File: config.mk
export PLATFORM = sky130hd
export DESIGN_NAME = instruction_loader
export DESIGN_NICKNAME = d
export VERILOG_FILES = /design/src/rtl/instruction_loader.sv
export SDC_FILE = /design/constraint.sdc
export NUM_CORES = 1
export LEC_CHECK = 0
export ABC_AREA = 0
export CAP_MARGIN = 10
export CORE_ASPECT_RATIO = 0.75
export CORE_MARGIN = 2
export CORE_UTILIZATION = 40
export DETAILED_ROUTE_END_ITERATION = 10
export PLACE_DENSITY = 0.66
export SLEW_MARGIN = 20
export SYNTH_ARGS = -nofsm -noshare
export SYNTH_HDL_FRONTEND = slang
export SYNTH_SLANG_ARGS = --single-unit
File: constraint.sdc
create_clock -name clock -period 6.1 [get_ports clock]
set_clock_uncertainty 0.05 [all_clocks]
set_input_delay 1.22 -clock clock [delete_from_list [all_inputs] [get_ports clock]]
set_output_delay 1.22 -clock clock [all_outputs]
set_load 0.01 [all_outputs]
File: src/rtl/instruction_loader.sv
// rtl/instruction_loader.sv - streams a byte-wide program into word-addressed instruction memory
//
// Purpose:
//   Accepts program bytes over a valid/ready handshake and packs them
//   little-endian into 32-bit words. Each word is written to the instruction
//   memory with one write strobe, from word address 0 upward. done is raised
//   once DEPTH words are written so the core can leave reset and fetch.
//
// Optional feature (macro INSTR_LOADER_CHECKSUM_EN):
//   Defined   - an 8-bit running sum of all data bytes is kept. After the last
//               write, one trailer byte is accepted and error flags a mismatch.
//   Undefined - no trailer byte, error is tied to 0.
//
// Ports:
//   clock        in   1       rising-edge clock
//   reset        in   1       synchronous, active-high
//   start        in   1       begin a load (honoured in IDLE/DONE only)
//   byteIn       in   8       program byte
//   byteValid    in   1       byteIn is valid
//   byteReady    out  1       loader accepts a byte this cycle
//   writeEnable  out  1       one-cycle write strobe to instruction memory
//   writeAddress out  ADDR_W  word address of the write
//   writeData    out  32      instruction word of the write
//   busy         out  1       load in progress
//   done         out  1       program fully loaded, held until start/reset
//   wordCount    out  ADDR_W  words written so far
//   error        out  1       checksum mismatch

module instruction_loader #(
  parameter int DEPTH  = 6,
  parameter int ADDR_W = 32
) (
  input  logic              clock,
  input  logic              reset,
  input  logic              start,
  input  logic [7:0]        byteIn,
  input  logic              byteValid,
  output logic              byteReady,
  output logic              writeEnable,
  output logic [ADDR_W-1:0] writeAddress,
  output logic [31:0]       writeData,
  output logic              busy,
  output logic              done,
  output logic [ADDR_W-1:0] wordCount,
  output logic              error
);

  localparam logic [2:0] ST_IDLE  = 3'd0;
  localparam logic [2:0] ST_LOAD  = 3'd1;
  localparam logic [2:0] ST_WRITE = 3'd2;
  localparam logic [2:0] ST_DONE  = 3'd3;
`ifdef INSTR_LOADER_CHECKSUM_EN
  localparam logic [2:0] ST_CHECK = 3'd4;
`endif

  // Address of the final word; the write to it ends the data phase.
  localparam logic [ADDR_W-1:0] LAST_WORD = ADDR_W'(DEPTH - 1);

  logic [2:0]  state;
  logic [1:0]  byte_cnt;
  // Holds bytes 0..2 of the word being assembled; byte 0 ends up in [7:0].
  logic [23:0] word_sr;
  logic        byte_accept;

`ifdef INSTR_LOADER_CHECKSUM_EN
  logic [7:0]  sum;
  logic        error_q;
  assign byteReady = (state == ST_LOAD) || (state == ST_CHECK);
  assign busy      = (state == ST_LOAD) || (state == ST_WRITE) || (state == ST_CHECK);
  assign error     = error_q;
`else
  assign byteReady = (state == ST_LOAD);
  assign busy      = (state == ST_LOAD) || (state == ST_WRITE);
  assign error     = 1'b0;
`endif

  assign byte_accept = byteValid && byteReady;
  assign done        = (state == ST_DONE);
  // Reset in the WRITE cycle suppresses the strobe so the memory sees no write.
  assign writeEnable = (state == ST_WRITE) && !reset;

  always_ff @(posedge clock) begin
    if (reset) begin
      state        <= ST_IDLE;
      byte_cnt     <= 2'd0;
      word_sr      <= 24'd0;
      wordCount    <= '0;
      writeAddress <= '0;
      writeData    <= 32'd0;
`ifdef INSTR_LOADER_CHECKSUM_EN
      sum          <= 8'd0;
      error_q      <= 1'b0;
`endif
    end else begin
      case (state)
        ST_IDLE, ST_DONE: begin
          if (start) begin
            state     <= ST_LOAD;
            byte_cnt  <= 2'd0;
            wordCount <= '0;
`ifdef INSTR_LOADER_CHECKSUM_EN
            sum       <= 8'd0;
            error_q   <= 1'b0;
`endif
          end
        end
        ST_LOAD: begin
          if (byte_accept) begin
            word_sr  <= {byteIn, word_sr[23:8]};
            byte_cnt <= byte_cnt + 2'd1;
`ifdef INSTR_LOADER_CHECKSUM_EN
            sum      <= sum + byteIn;
`endif
            if (byte_cnt == 2'd3) begin
              // Capture address and data now so they stay stable through
              // the strobe and hold afterwards.
              writeAddress <= wordCount;
              writeData    <= {byteIn, word_sr};
              state        <= ST_WRITE;
            end
          end
        end
        ST_WRITE: begin
          wordCount <= wordCount + 1'b1;
          byte_cnt  <= 2'd0;
          if (wordCount == LAST_WORD) begin
`ifdef INSTR_LOADER_CHECKSUM_EN
            state <= ST_CHECK;
`else
            state <= ST_DONE;
`endif
          end else begin
            state <= ST_LOAD;
          end
        end
`ifdef INSTR_LOADER_CHECKSUM_EN
        ST_CHECK: begin
          if (byte_accept) begin
            error_q <= (byteIn != sum);
            state   <= ST_DONE;
          end
        end
`endif
        default: state <= ST_IDLE;
      endcase
    end
  end

endmodule

### Yosys cells after proc, flatten, opt, wreduce, memory -nomap -nowiden

Index checks and enable logic that the tools add are counted.

* input bits: 12
* bits in latches: 0
* register bits: 125
* memory bits (writable): 0
* memories: 0
* word-level logic and storage cells: 39
* output and inout port bits: 101
* memory bits (read-only): 0

* shift operators: 0
* equal/unequal tests: 8
* div/mod/pow operators: 0
* multiplexer cells: 10
* $add $sub $neg: 2
* reductions and logical operators: 13
* bitwise gates (word level): 0
* multiply operators: 0
* order comparisons: 0

Operators by type and width (number)
* $pmux W32 S2: 1
* $add A32 B1 Y32 const B: 1
* $eq A32 B3 Y1 const B: 1
* $mux W32: 1
* $mux W3: 3
* $pmux W3 S3: 1
* $reduce_and A3 Y1: 3
* $eq A3 B2 Y1 const B: 2
* $mux W2: 3
* $pmux W2 S3: 1
* $ne A2 B1 Y1 const B: 2
* $reduce_and A2 Y1: 2
* $eq A3 B1 Y1 const B: 1
* $logic_not A3 Y1: 1
* $reduce_bool A3 Y1: 1
* $add A2 B1 Y2 const B: 1
* $eq A2 B2 Y1 const B: 1
* $logic_and A1 B1 Y1: 2
* $ne A2 B2 Y1 const B: 1
* $reduce_bool A2 Y1: 1
* $reduce_or A2 Y1: 1
* $logic_not A1 Y1: 1
* $logic_or A1 B1 Y1: 1

### Depth between registers and ports, before layout

* word-level depth: 4
* depth in mapped cells: 8
* depth with buffers taken out: 6

### Worst setup path after synthesis

OpenSTA, ideal clock, no wires.

* path type: in2out
* start: in reset
* end: out writeEnable
* cell stages on the path: 3
* path slack: 3.004 ns
* data required time: 4.830 ns
* path buffers: 2
* data arrival time: 1.826 ns
* path through: clkbuf_1 -> clkbuf_1 -> nor2b_1

* word-level cells in the longest chain between the ends: 2

RTL lines
* start: declaration: RTL line 34 `input logic reset,`
* $logic_not A1 Y1: RTL line 80 `assign writeEnable = (state == ST_WRITE) && !reset;`
* $logic_and A1 B1 Y1: RTL line 80
* end: declaration: RTL line 39 `output logic writeEnable,`

No other way between the ends.

### Worst setup path in the final report

* start: in start
* end: reg wordCount[27]

* word-level cells in the longest chain between the ends: 2

RTL lines
* start: declaration: RTL line 35 `input logic start,`
* $ne A2 B2 Y1 (no line)
* $reduce_and A2 Y1 (no line)
* end signal: assignment: RTL line 124 `wordCount <= wordCount + 1'b1;`
* end: declaration: RTL line 44 `output logic [ADDR_W-1:0] wordCount,`

No other way between the ends.
A chain may end at the register's enable or synchronous reset.

==> out/qor.txt <==
status - finished clean
Final Non-Filler Cells - 879
CP endpoint kind - register
vias per cell - 5.201
sw power - 0.5515 mW
Synth Flop Type - dfxtp_1
endpoints failing hold - 0
Max Transition Viols Final - 0
path depth of the worst reg2reg path - 7
post-synth net total - 635
routed wl met3 - 702 µm
share of cells above drive strength 1 - 0.05579
CTS resizes - 0
initial antenna violation count - 0
LEAKAGE - 2.124 nW
CTS sink count - 124
Area Growth Syn to Fin - 36.31%
Avg WL per Cell - 14.59 µm
min-delay worst type - reg2reg
Fmax - 296.6 MHz
Hold EP - writeData[5]$_SDFFE_PP0P_
Row Count - 34
CTS Root Cell - clkbuf_16
# hold bufs at CTS - 0
post-CTS setup buffers - 0
final setup fails - 0
CTS tree - yes
FF+latch count, synth - 124
first-pass GRT wire length - 20710 µm
total number of vias - 4572
worst skew pair latency - 0.41 ns
maxcap violations - 0
Synth cell types - 42
Critical Path Fanout Max - 20
initial core utilization - 0.4158
CP Class - in2reg
dpl cell area - 0.006081 mm²
Final min period - 3.372 ns
Max Used Layer - met4
Comb power frac - 0.114
die span in y - 99.85 µm
worst relative slew slack - 0.3537
die area - 0.01316 mm²
DP Wirelength - 8478 µm
Synth Instances - 616
Setup TNS - 0 ns
hold_sp - word_sr[5]$_SDFFE_PP0P_
Core ar. - 0.01178 mm²
fin crit share - 0.5528
Sw Ratio - 0.2616
Top-Level Pins - 113
Critical Path RT - 6.38 ns
Clock power frac - 0.482
deepest clock path buffer count - 2
Finished Cell Area - 0.006679 mm²
post-synthesis sequential area ratio - 0.5066
Sequential Power Share - 0.404
worst vdd ir - 0.2129 mV
placed insts - 847
WL met1 - 6356 µm
vias in the first global route - 4121
total CTS buffers - 17
Worst R2R End - wordCount[27]$_SDFFE_PP0P_
antenna cells - 0
iteration count of the initial detailed-routing pass - 5
Post-Syn Area - 0.004900 mm²
RR Startpoint - state[0]$_SDFFE_PP0P_
pin count of the biggest net entering global routing - 99
WP data arrival - 3.65 ns
CP Launch Type - input pin
flop-to-flop setup slack - 3.16 ns
DR WL met2 - 5656 µm
P_int - 1.557 mW
Die Width - 131.8 µm
Cells on Worst Hold Path - 2
gpl congestion - 0.8081
Routed WL - 12820 µm
nets - 723
pwr/cell area - 315.7 mW/mm²
Ys Warns - 0
port bufs - 111
ys async rst share - 0
Finished Core Util - 0.5668
post-route ant nets - 0
clock slew at reported path FFs - 0.06 ns
RSZ-0062 raised after global routing - false
DR DRC count - 0
Initial DRC Count - 364
Worst-Margin Slew - 0.9694 ns
Tot GR Track Use - 0.1947
GRT overflow - 0
number of synthesized flops with an enable pin - 0
H-tree depth - 4
Syn Area/Cell - 7.954 µm²
==> worst max path at each step <==
stage                    from  cells past startpoint                             to  slack [ns]
floorplan               reset                      3                    writeEnable        3.00
global placement    byteValid                      5  writeAddress[30]$_SDFFE_PP0P_        2.17
detailed placement      start                      6     wordCount[27]$_SDFFE_PP0P_        2.35
CTS                     reset                      3                    writeEnable        2.74
global route        byteValid                      5     writeData[25]$_SDFFE_PP0P_        2.62
finish                  start                      6     wordCount[27]$_SDFFE_PP0P_        2.73
==> cell families after synthesis <==
family          synth area share
xor+xnor                0.008937
mux                     0.004086
fa+ha+maj                0.01787
simple gates              0.2610
compound gates            0.1583
buf+inv                  0.04239
other cells            0.0007654
flops                     0.5066
==> cell usage after synthesis (all sizes together) (2+ instances only) <==
| cell type | instances | area share |
|---|---|---|
| and2 | 2 | 0.0026 |
| ha | 7 | 0.018 |
| buf | 4 | 0.0056 |
| mux2i | 2 | 0.0041 |
| nor3 | 5 | 0.0051 |
| nand3 | 7 | 0.0071 |
| nor4b | 3 | 0.0054 |
| or4 | 11 | 0.017 |
| nand4 | 11 | 0.014 |
| and3 | 2 | 0.0026 |
| and4 | 4 | 0.0071 |
| or4b | 2 | 0.0049 |
| nor2b | 3 | 0.0038 |
| xnor2 | 5 | 0.0089 |
| a21oi | 111 | 0.11 |
| o31ai | 11 | 0.017 |
| clkbuf | 41 | 0.031 |
| dfxtp | 124 | 0.51 |
| nand2b | 3 | 0.0038 |
| or3 | 11 | 0.014 |
| o21a | 2 | 0.0031 |
| nor2 | 13 | 0.010 |
| inv | 7 | 0.0054 |
| nand2 | 192 | 0.15 |
| o21ai | 13 | 0.013 |
| nor4 | 8 | 0.010 |
==> flip-flops by register name, summed over array words and instances, names as in the netlist <==
register / count
word_sr: 24
state: 2
byte_cnt: 2
writeData: 32
writeAddress: 32
wordCount: 32
==> power by group through the flow <==
| stage | sequential (mW) | combinational, mW | clock [mW] |
|---|---|---|---|
| 3_3_place_gp | 0.866 | 0.232 | 0 |
| 6_report | 0.852 | 0.241 | 1.02 |
| 5_1_grt | 0.854 | 0.265 | 1.07 |
| 4_1_cts | 0.851 | 0.243 | 1.03 |
| 2_1_floorplan | 0.863 | 0.160 | 0 |
| 3_5_place_dp | 0.869 | 0.240 | 0 |
==> metrics by stage <==
step	setup slack [ns]	power [mW]	hold WS, ns
after detailed placement	2.345	1.108	0.3965
final	2.728	2.108	0.4038
after CTS	2.737	2.123	0.4053
after global placement	2.166	1.098	0.3918
after floorplan	3.004	1.022	0.3821
after global routing	2.618	2.188	0.4159
==> critical path, stage by stage <==
cell and delay, ns:
clkdlybuf4s50_1 0.51, mux2i_1 0.09, buf_4 0.19, or4b_1 0.85
or4_1 0.61, a21oi_1 0.17
==> layer usage <==
metal | GRT usage | vias up
met5 | 0 | -
met4 | 0.05853 | 0
met3 | 0.05202 | 8
met2 | 0.2960 | 135
met1 | 0.2727 | 2145
li1 | - | 2284
==> cell usage in the layout (no fill, tap or decap), drive strengths merged, types with 5 or more instances in the layout <==
cell type / instances
or4: 11
or3: 11
dfxtp: 124
clkdlybuf4s50: 110
clkinvlp: 6
clkbuf: 17
nand2: 192
nand4: 11
nor4: 8
a21oi: 111
inv: 9
o31ai: 11
xnor2: 5
nor3: 5
ha: 7
nor2: 13
o21ai: 13
nand3: 7
==> layout make-up <==
type,count,area [µm²]
fillers,1061,5105
flip-flops and latches,124,2482
multi-input cells,440,2218
repair buffers,114,1151
clock buffers,17,425.4
well taps,162,202.7
clock inverters,15,172.7
inverters,7,26.28
(Power assumes the default switching activity.)
